===== src/rtl/fscpu_arb_pkg.sv =====
// fscpu_arb_pkg: shared FSM states, timeout status code and default widths for the fscpu request arbiter
package fscpu_arb_pkg;
    typedef enum logic [1:0] {IDLE, ISSUE, WAIT, RESP} state_t;
    localparam logic [31:0] ERR_TIMEOUT = 32'hFFFF_FFFF;
    localparam int CMD_W   = 32;
    localparam int PARAM_W = 128;
    localparam int TMO_W   = 32;
endpackage


===== src/rtl/fscpu_rr_arb2.sv =====
// fscpu_rr_arb2: 2-way round-robin grant
// valid[1:0] requests; ptr = requester holding priority; grant[1:0] one-hot (or zero when nothing is valid)
module fscpu_rr_arb2 (
    input  logic [1:0] valid,
    input  logic       ptr,
    output logic [1:0] grant
);
    assign grant[0] = valid[0] & (~ptr | ~valid[1]);
    assign grant[1] = valid[1] & (ptr | ~valid[0]);
endmodule


===== src/rtl/fscpu_req_arbiter.sv =====
// fscpu_req_arbiter: round-robin arbitration of two command requesters onto a single fscpu request port
// clk/resetn: clock, async active-low reset
// s0_*/s1_*: requester ports (valid/ready accept, cmd/param, done pulse with err status)
// req_*: fscpu side (req_en strobe, cmd/param, req_done/req_err completion)
// timeout_cycles: WAIT limit, 0 disables; busy: not IDLE; owner: requester being served
module fscpu_req_arbiter
    import fscpu_arb_pkg::*;
#(
    parameter int C_CMD_WIDTH   = CMD_W,
    parameter int C_PARAM_WIDTH = PARAM_W,
    parameter int C_TMO_WIDTH   = TMO_W
) (
    input  logic                     clk,
    input  logic                     resetn,
    input  logic                     s0_valid,
    output logic                     s0_ready,
    input  logic [C_CMD_WIDTH-1:0]   s0_cmd,
    input  logic [C_PARAM_WIDTH-1:0] s0_param,
    output logic                     s0_done,
    output logic [31:0]              s0_err,
    input  logic                     s1_valid,
    output logic                     s1_ready,
    input  logic [C_CMD_WIDTH-1:0]   s1_cmd,
    input  logic [C_PARAM_WIDTH-1:0] s1_param,
    output logic                     s1_done,
    output logic [31:0]              s1_err,
    output logic                     req_en,
    output logic [C_CMD_WIDTH-1:0]   req_cmd,
    output logic [C_PARAM_WIDTH-1:0] req_param,
    input  logic                     req_done,
    input  logic [31:0]              req_err,
    input  logic [C_TMO_WIDTH-1:0]   timeout_cycles,
    output logic                     busy,
    output logic                     owner
);
    localparam logic [C_TMO_WIDTH-1:0] TMO_ONE = 1;
    state_t                 state;
    logic                   rr_ptr;
    logic [C_TMO_WIDTH-1:0] timer;
    logic [1:0]             grant;
    logic                   tmo_hit;
    logic [31:0]            fin_err;

    fscpu_rr_arb2 u_rr (
        .valid ({s1_valid, s0_valid}),
        .ptr   (rr_ptr),
        .grant (grant)
    );

    assign s0_ready = (state == IDLE) & grant[0];
    assign s1_ready = (state == IDLE) & grant[1];
    assign busy     = state != IDLE;
    // timer counts WAIT cycles from 0, so the limit is reached at timeout_cycles-1
    assign tmo_hit  = (timeout_cycles != '0) && (timer == timeout_cycles - TMO_ONE);
    // a completion in the timeout cycle takes precedence over the timeout
    assign fin_err  = req_done ? req_err : ERR_TIMEOUT;

    always_ff @(posedge clk or negedge resetn) begin
        if (!resetn) begin
            state     <= IDLE;
            rr_ptr    <= 1'b0;
            owner     <= 1'b0;
            req_en    <= 1'b0;
            req_cmd   <= '0;
            req_param <= '0;
            s0_done   <= 1'b0;
            s1_done   <= 1'b0;
            s0_err    <= '0;
            s1_err    <= '0;
            timer     <= '0;
        end else begin
            req_en  <= 1'b0;
            s0_done <= 1'b0;
            s1_done <= 1'b0;
            case (state)
                IDLE: if (|grant) begin
                    req_cmd   <= grant[1] ? s1_cmd : s0_cmd;
                    req_param <= grant[1] ? s1_param : s0_param;
                    owner     <= grant[1];
                    req_en    <= 1'b1;
                    state     <= ISSUE;
                end
                ISSUE: begin
                    timer <= '0;
                    state <= WAIT;
                end
                WAIT: begin
                    timer <= &timer ? timer : timer + TMO_ONE;
                    if (req_done || tmo_hit) begin
                        s0_done <= ~owner;
                        s1_done <= owner;
                        s0_err  <= owner ? s0_err : fin_err;
                        s1_err  <= owner ? fin_err : s1_err;
                        state   <= RESP;
                    end
                end
                RESP: begin
                    rr_ptr <= ~owner;
                    state  <= IDLE;
                end
                default: state <= IDLE;
            endcase
        end
    end
endmodule


===== config.mk =====
export PLATFORM = sky130hd
export DESIGN_NAME = fscpu_req_arbiter
export DESIGN_NICKNAME = d
export VERILOG_FILES = /design/src/rtl/fscpu_arb_pkg.sv /design/src/rtl/fscpu_rr_arb2.sv /design/src/rtl/fscpu_req_arbiter.sv
export SDC_FILE = /design/constraint.sdc
export NUM_CORES = 1
export LEC_CHECK = 0
export BUFFER_PORTS_ARGS = -buffer_cell sky130_fd_sc_hd__buf_2
export CAP_MARGIN = 20
export CELL_PAD_IN_SITES_DETAIL_PLACEMENT = 0
export CELL_PAD_IN_SITES_GLOBAL_PLACEMENT = 1
export CORE_AREA = 8 8 238 240
export DETAILED_ROUTE_END_ITERATION = 8
export DIE_AREA = 0 0 246 248
export GPL_TIMING_DRIVEN = 0
export PLACE_DENSITY_LB_ADDON = 0.1
export SLEW_MARGIN = 20
export SYNTH_ARGS = -nofsm -noshare
export SYNTH_HDL_FRONTEND = slang
export SYNTH_SLANG_ARGS = --single-unit

===== constraint.sdc =====
create_clock -name clk -period 2.65 [get_ports clk]
set_input_delay 0.3975 -clock clk [delete_from_list [all_inputs] [get_ports clk]]
set_output_delay 0.3975 -clock clk [all_outputs]
set_load 0.05 [all_outputs]

==> impl_metrics.py <==
metrics = {
    "global_routing": {
        "grt_usage": 0.203,
        "top_usage_layer": "met2",
        "grt_util_met2": 0.358,
        "antenna_found_initial": 22,
        "overflow": 0,
        "grt_use_met1": 0.228,
        "grt_max_degree": 82,
        "gr-usage-met3": 0.0571,
        "grt_pass1_vias": 13693,
        "grt_pass1_wl_mm": 91.7,
    },
    "cts": {
        "cts_buffer_depth": 3,
        "clock_insertion_delay_worst_skew_ns": 0.54,
        "cts-root-buf": "clkbuf_16",
        "cts_buffers": 35,
        "h-tree-depth": 2,
        "clk_pin_slew_ns": 0.05,
        "cts_tree": "built",
        "cts.sink_count": 263,
    },
    "min_path": {
        "hold_path_class": "input pin to register",
    },
    "critical_path": {
        "critPathMaxStageDelay_ns": 0.53,
        "cp-start-kind": "input pin",
        "end_kind": "register",
        "crit_slowest_cell": "or4_4",
        "worstPathCellList": "buf_8 > or4_1 > or4_4 > buf_8 > nor4_4 > xnor2_1 > nor2_2 > nand4b_1 > o21ba_4 > buf_12 > buf_12 > nor3_4",
        "crit_fanout": 8,
        "cp.arrival_ns": 3.26,
        "critical_path_class": "input pin to register",
        "crit_required_ns": 3.08,
    },
    "synth": {
        "synth_warnings": 0,
        "netlist_area_mm2": 0.0131,
        "synth_edf_count": 0,
        "synth_area_leaders": "dfrtp_1, o21ai_0, mux2i_1",
        "synth-seq-cells": 263,
        "syn_inst": 1379,
        "synth_top_area_cell": "dfrtp_1",
        "syn_avg_cell_area_um2": 9.54,
        "ys_types": 54,
        "yosysTopAreaCellShare": 0.501,
        "seq_area_frac_synth": 0.501,
        "synthFlopType": "dfrtp_1",
        "ys_async_sr_fraction": 1.00,
        "syn_nets": 1774,
    },
    "sta": {
        "min_period_ns": 2.82,
        "maxSlewViolCount": 0,
        "setup_tns_ns": -6.03,
        "timing.hold.ws_ns": 0.141,
        "finalSetupViolations": 64,
        "max_freq_mhz": 354,
        "rsz0062_at_grt": "yes",
        "period_share": 1.07,
        "worstMarginPinSlew_ns": 0.950,
        "clock_skew_ns": 0.0308,
        "layout_setup_ws_ns": -0.175,
        "slew_headroom": 0.367,
        "hold_violations": 0,
    },
    "die": {
        "boundaryPins": 620,
        "coreArea_mm2": 0.0531,
        "die_h_um": 248,
        "die_width_um": 246,
        "initial_utilization": 0.248,
        "dieArea_mm2": 0.0610,
        "row_count": 85,
    },
    "route": {
        "drt_iter0_drc": 581,
        "first_pass_iters": 5,
        "wirelength_mm": 65.5,
        "vias": 13132,
        "ant_nets": 0,
        "wire_per_inst_um": 23.6,
        "drc": 0,
        "vias_per_cell": 4.72,
    },
    "power_and_ir_drop": {
        "power_w": 0.0251,
        "p_sw_w": 0.0136,
        "p_int_w": 0.0115,
        "p_comb_frac": 0.547,
        "max-vdd-ir-drop_v": 0.000575,
        "p_leak_nw": 9.36,
        "seq_power_share": 0.270,
        "clkPwrFrac": 0.182,
        "sw_frac_of_total": 0.541,
        "p_per_area_mw_per_mm2": 1310,
    },
    "placement": {
        "hpwl_mm": 52.9,
        "numPortBuffers": 619,
        "gp_congestion": 0.855,
    },
    "layout": {
        "final_nets": 2451,
        "layout-drive-gt1-share": 0.389,
        "syn2layout_area_growth_pct": 45.4,
    },
    "run_status": {
        "violations": "negative setup slack",
        "status": "finished with violations",
    },
    "run": {
        "max-cap-violations": 0,
    },
}
## stage by stage
step           cells  utilization  worst slack [ns]  area (um2)
3_5_place_dp    2697        0.325             -1.47       17200
4_1_cts         2767        0.355            -0.351       18900
2_1_floorplan   1379            -            -0.444       13200
5_1_grt         2779        0.360            -0.231       19100
6_report        2781        0.360            -0.175       19100
3_3_place_gp    2694        0.323             -4.27       17100
## synthesized netlist by cell type (4+ instances only)
cell and count:
buf_6 4, nand3_1 16, xor2_1 19, buf_1 17, o211ai_1 6, nor2b_1 4
or2_2 4, o31ai_1 9, nor4_1 18, mux2i_1 165, xnor2_1 31, o21ai_1 28
o21ai_0 345, nor2_1 33, clkbuf_1 73, and2_1 5, or3_1 7, inv_1 16
nand2_1 203, nand2b_1 5, and3_1 4, and4_1 9, a31oi_1 5, or4_1 8
ha_1 6, nor3_1 10, nor4b_1 4, dfrtp_1 263, nand4_1 13, a21oi_1 12
## routing by layer
layer  wire length, um  vias to the layer above
met5               111                        -
met4              2220                       16
met3              4150                      118
met2             34300                      373
met1             24700                     6354
li1                  -                     6271
## final timing paths
path	from	end	slack, ns	depth (start not counted)
worst min register to register	req_param[2]	req_param[2]	0.47	2
worst max register to register	timer[3]	s0_done	-0.07	10
worst max-delay path	timeout_cycles[25]	s0_done	-0.17	12
max in group asynchronous	resetn	req_param[18]	0.96	4
min in group asynchronous	resetn	req_param[98]	0.39	2
worst min-delay path	s1_param[105]	req_param[105]	0.14	3
## kinds of logic after synthesis
kind of cell             synth area share
multiplexers                        0.126
buffers and inverters              0.0344
XOR/XNOR                           0.0333
flip-flops                          0.501
AO/OA/AOI/OAI                       0.171
adder cells (fa/ha/maj)           0.00571
AND/OR/NAND/NOR                     0.129
## timing repair
| item | 4_1_cts | 5_1_grt |
|---|---|---|
| gates resized for setup | 129 | 83 |
| pin swaps | 35 | 20 |
| endpoints found under the setup margin | 180 | 153 |
| hold endpoints to repair | 65 | 0 |
| gates cloned | 4 | 0 |
| hold buffers | 1 | 0 |
| buffers inserted | 10 | 12 |
## state kept, by name (all words and copies together) (netlist names)
signal,cells
req_param,128
req_cmd,32
s0_err,32
s1_err,32
timer,32
state,2
owner,1
req_en,1
rr_ptr,1
s0_done,1
s1_done,1
## area by class of cell
cell class | instances | area [um2]
flip-flops and latches | 263 | 6580
fillers | 5635 | 34000
plain buffers | 89 | 509
clock buffers | 52 | 1050
inverters | 16 | 60.1
clock inverters | 5 | 43.8
diodes | 9 | 22.5
multi-input cells | 1004 | 6500
repair buffers | 647 | 3480
well taps | 696 | 871
## power by group through the flow
stage | logic (W) | clock network (W) | registers [W]
2_1_floorplan | 0.00316 | 0 | 0.0125
3_3_place_gp | 0.0135 | 0 | 0.00676
3_5_place_dp | 0.0135 | 0 | 0.00679
4_1_cts | 0.0138 | 0.00471 | 0.00678
5_1_grt | 0.0146 | 0.00486 | 0.00700
6_report | 0.0137 | 0.00456 | 0.00677
## cells in the final DEF, fill, tap and decap left out, types with 8 or more instances in the layout
master	synthesis	final
nand4_1	13	13
xor2_1	19	19
mux2i_1	165	165
clkbuf_2	0	14
clkbuf_8	0	11
nand3_1	16	15
diode_2	0	9
xnor2_1	31	31
buf_2	2	614
dfrtp_1	263	261
a21oi_1	12	12
nor3_1	10	8
clkbuf_1	73	54
and4_1	9	8
nor2_1	33	27
buf_6	4	8
buf_1	17	14
clkbuf_16	0	39
o21ai_1	28	23
o21ai_2	0	43
nand2_1	203	203
buf_4	0	19
o31ai_1	9	8
nor4_1	18	15
o21ai_0	345	307
inv_1	16	14
## worst max-delay path, delay by kind of cell
| family | cells | cell delay, ns |
|---|---|---|
| and+or+nand+nor | 6 | 1.87 |
| buffers and inverters | 4 | 0.55 |
| AOI/OAI and AO/OA | 1 | 0.33 |
| xor gates and xnor gates | 1 | 0.12 |
Note: power is estimated with default switching activity, not from simulation.
